## src/rtl/noc_output_arbiter.sv

```systemverilog
// noc_output_arbiter: round-robin wormhole arbiter for one router output link, gated by downstream credits.
module noc_output_arbiter #(
    parameter int NUM_PORTS    = 5,
    parameter int FLIT_W       = 64,
    parameter int CREDIT_DEPTH = 4,
    localparam int PW = (NUM_PORTS > 1) ? $clog2(NUM_PORTS) : 1,
    localparam int CW = $clog2(CREDIT_DEPTH + 1)
) (
    input  logic                        noc_clk,
    input  logic                        noc_rst_n,
    input  logic [NUM_PORTS-1:0]        in_valid,
    input  logic [NUM_PORTS*FLIT_W-1:0] in_flit,
    input  logic [NUM_PORTS-1:0]        in_tail,
    output logic [NUM_PORTS-1:0]        in_ready,
    output logic                        out_valid,
    output logic [FLIT_W-1:0]           out_flit,
    output logic                        out_tail,
    input  logic                        credit_in,
    output logic [CW-1:0]               credit_count,
    output logic                        lock_valid,
    output logic [PW-1:0]               lock_owner,
    output logic                        credit_err
);
    typedef enum logic {IDLE, LOCKED} state_t;
    state_t state, state_nxt;
    logic [PW-1:0] rr_ptr, win, sel, sel_inc;
    logic found, xfer, have_credit;

    assign have_credit = credit_count != '0;

    // Scan downward so the lowest offset from rr_ptr is the final assignment and wins.
    always_comb begin
        win = '0;
        found = 1'b0;
        for (int k = NUM_PORTS - 1; k >= 0; k--)
            if (in_valid[(int'(rr_ptr) + k) % NUM_PORTS]) begin
                found = 1'b1;
                win = PW'((int'(rr_ptr) + k) % NUM_PORTS);
            end
    end

    assign sel     = lock_valid ? lock_owner : win;
    assign sel_inc = (sel == PW'(NUM_PORTS - 1)) ? '0 : sel + 1'b1;
    assign xfer    = |(in_ready & in_valid);

    always_ff @(posedge noc_clk or negedge noc_rst_n)
        if (!noc_rst_n) state <= IDLE;
        else state <= state_nxt;

    // Any accepted flit either opens/keeps the wormhole or, if it is a tail, closes it.
    always_comb begin
        state_nxt = state;
        if (xfer) state_nxt = in_tail[sel] ? IDLE : LOCKED;
    end

    always_comb begin
        in_ready = '0;
        if (noc_rst_n && have_credit) begin
            if (state == LOCKED) in_ready[lock_owner] = in_valid[lock_owner];
            else if (found) in_ready[win] = 1'b1;
        end
    end

    assign lock_valid = state == LOCKED;

    always_ff @(posedge noc_clk or negedge noc_rst_n)
        if (!noc_rst_n) begin
            rr_ptr       <= '0;
            lock_owner   <= '0;
            out_valid    <= 1'b0;
            out_flit     <= '0;
            out_tail     <= 1'b0;
            credit_count <= CW'(CREDIT_DEPTH);
            credit_err   <= 1'b0;
        end else begin
            out_valid <= xfer;
            if (xfer) begin
                out_flit <= in_flit[int'(sel)*FLIT_W +: FLIT_W];
                out_tail <= in_tail[sel];
                if (in_tail[sel]) rr_ptr <= sel_inc;
                else lock_owner <= sel;
            end
            if (xfer && !credit_in) credit_count <= credit_count - 1'b1;
            else if (!xfer && credit_in) begin
                if (credit_count == CW'(CREDIT_DEPTH)) credit_err <= 1'b1;
                else credit_count <= credit_count + 1'b1;
            end
        end
endmodule

```

## config.mk

```make
export PLATFORM = sky130hd
export DESIGN_NAME = noc_output_arbiter
export DESIGN_NICKNAME = d
export VERILOG_FILES = /design/src/rtl/noc_output_arbiter.sv
export SDC_FILE = /design/constraint.sdc
export NUM_CORES = 1
export LEC_CHECK = 0
export BUFFER_PORTS_ARGS = -buffer_cell sky130_fd_sc_hd__buf_2
export CAP_MARGIN = 15
export CELL_PAD_IN_SITES_DETAIL_PLACEMENT = 2
export CELL_PAD_IN_SITES_GLOBAL_PLACEMENT = 2
export CORE_UTILIZATION = 25
export CTS_BUF_LIST = sky130_fd_sc_hd__clkbuf_8
export DETAILED_ROUTE_END_ITERATION = 8
export PLACE_DENSITY = 0.92
export SYNTH_ARGS = -nofsm -noshare
export SYNTH_HDL_FRONTEND = slang
export SYNTH_SLANG_ARGS = --single-unit
```

## constraint.sdc

```tcl
create_clock -name noc_clk -period 7.4 [get_ports noc_clk]
set_input_delay 0.74 -clock noc_clk [delete_from_list [all_inputs] [get_ports noc_clk]]
set_output_delay 0.74 -clock noc_clk [all_outputs]
set_load 0.005 [all_outputs]
```

==> results_dict.tcl <==
set metrics [dict create \
    grtUsageMet2_pct 42.87 \
    period_share_pct 83.04 \
    io_pins 412 \
    use_met3_pct 3.853 \
    synth_top_cell_by_area "dfrtp_1" \
    final_layout_size_suffix_gt1_share_pct 37.67 \
    routed_wl_um 36970 \
    timing.slew.headroom_pct 32.13 \
    clkTransAtPathRegs_ps 100 \
    fin_skew_ps 15.17 \
    fill_cells 3539 \
    die_y_um 175.5 \
    hpwlAfterDp_um 29840 \
    worstPathMaxFanout 85 \
    avgViaCountPerCell 5.228 \
    cts_tree "done" \
    cp-startpoint "rr_ptr[1]$_DFFE_PN0P_" \
    dr.pass1.iters 4 \
    gr-total-overflow 0 \
    cts_root_buf "clkbuf_8" \
    cp_data_required_time_ps 7690 \
    r2r_slack_ps 1260 \
    async_flop_share_pct 100.0 \
    cts_resized 0 \
    ys_warn_count 0 \
    ys_top_cells_by_count "nand2_1, mux2i_1, a21oi_1, nor2_1, dfrtp_1" \
    synth.area.top_cells "dfrtp_1, mux2i_1, a32oi_1" \
    ys_types 85 \
    numCtsBuffers 9 \
    rsz0062_at_grt "no" \
    period_needed_ps 6145 \
    synth_seq_cells 77 \
    fp.dieW_um 175.5 \
    crit_path_start_kind "flop" \
    grt_max_degree 86 \
    arrival_ps 6430 \
    setup_violations 0 \
    fin_setup_tns_ps 0 \
    busiest_layer "met2" \
    cts_setup_buffers 0 \
    drc 0 \
    die_area_sq_um 30800 \
    reg2reg_from "rr_ptr[1]$_DFFE_PN0P_" \
    rows 63 \
    crit_type "reg -> reg" \
    ctsHoldBuffers 0 \
    post-synth-top-count-cell "nand2_1" \
    slew_viol_final 0 \
    post_drt_wl_per_cell_um 22.02 \
    grt_pass1_vias 9500 \
    io_buffers 411 \
    insertion_delay_ps 370 \
    nets 1636 \
    maxCapViolCount 0 \
    ys_seq_area_share_pct 25.62 \
    status "completed" \
    htreeDepth 3 \
    worstMarginPinSlew_ps 1009 \
    clockBufferDepth 2 \
    grt_usage_pct 23.12 \
    cts_sinks 77 \
    antenna_found_initial 9 \
    syn-instance-count 915 \
    synth_edf_count 0 \
    core_sq_um 29640 \
    use_met1_pct 26.85 \
    grt_pass1_wl_um 54650 \
    clock.fmax_mhz 162.7 \
    ys.flop_type "dfrtp_1" \
    start_util_pct 25.39 \
    synth_top_area_share_pct 25.27 \
    area_growth_syn_to_layout_pct 34.09 \
    via_count 8778 \
    drtIter0Drc 363 \
    syn-num-nets 1271 \
    ant_nets 0 \
    hold_viol 0 \
    syn_area_sq_um 7525 \
    end_kind "flop" \
    place.gp.congestion 0.8912 \
    syn_avg_cell_area_sq_um 8.224 \
    worstHoldPathType "in -> async" \
]
layout by cell type, fill, tap and decap left out, types with 10 or more instances in the layout:
cell type | netlist | layout
buf_2 | 33 | 410
dfrtp_1 | 76 | 76
buf_4 | 15 | 12
nor3_1 | 11 | 11
mux2i_1 | 137 | 137
o21ai_0 | 15 | 15
ha_1 | 22 | 22
nand2_1 | 147 | 147
nand3_1 | 10 | 10
inv_1 | 24 | 25
nor2_1 | 83 | 83
a32oi_1 | 64 | 64
nand2b_1 | 15 | 15
a21oi_1 | 86 | 86
worst paths after layout:
| check | to | depth (start not counted) |
|---|---|---|
| setup / recovery | out_flit[29]$_DFFE_PN0P_ | 21 |
| hold / removal | out_flit[35]$_DFFE_PN0P_ | 1 |
| setup reg to reg | out_flit[29]$_DFFE_PN0P_ | 21 |
| hold reg to reg | credit_err$_DFFE_PN0P_ | 1 |
| max in group asynchronous | out_flit[47]$_DFFE_PN0P_ | 2 |
| min in group noc_clk | credit_err$_DFFE_PN0P_ | 1 |
state kept, by name, summed over array words and instances, names as in the netlist:
name	count
out_tail	1
credit_err	1
out_valid	1
out_flit	64
rr_ptr	3
lock_owner	3
credit_count	3
lock_valid	1
final cells by class:
class	instances	area, sq um	share of cell area, %
antenna	4	10.01	0.09921
tap	390	488.0	4.836
sequential	77	1928	19.11
multi-input combinational	735	5099	50.53
clock buffer	9	123.9	1.228
clock inverter	7	100.1	0.9921
inverter	31	118.9	1.178
timing repair buffer	426	2222	22.02
through the flow:
step,instances,instance area [sq um],worst slack [ps],utilization (%),hold slack (ps)
6_report,1679,10090,1255,34.04,209.1
3_5_place_dp,1659,9856,1344,33.25,461.5
4_1_cts,1675,10080,1321,34.01,185.9
3_3_place_gp,1659,9856,1748,33.25,448.0
5_1_grt,1678,10090,844.6,34.03,179.2
2_1_floorplan,915,7525,1816,-,444.4
critical path: stages, from the launching register on:
cell      delay, ps
dfrtp_1         410
inv_1           210
ha_1            270
inv_1           100
ha_1            460
nor2b_1         310
inv_1            80
ha_1            300
nand2b_1        200
o31ai_2         430
a21oi_1         150
or3_1           380
a311o_1         310
a31oi_1         270
o21ai_0         220
o31ai_4         280
nor3_4          100
inv_4            60
buf_4           620
buf_4           540
nor2_1          100
a21oi_1         150
per-layer routing:
| layer | up-vias | part of all wire, % |
|---|---|---|
| li1 | 4113 | - |
| met2 | 244 | 52 |
| met4 | 6 | 2.5 |
| met3 | 45 | 4.4 |
| met1 | 4370 | 41 |
| met5 | - | 0.087 |
kinds of logic after synthesis:
family          share of synthesized area, %
compound gates                         25.41
xor+xnor                              0.5655
buf+inv                                6.834
fa+ha+maj                              3.924
flops                                  25.62
mux                                    19.27
simple gates                           18.37
Power is not shown: default switching activity piles up to over one toggle a cycle in this logic, so the estimate is an artifact.
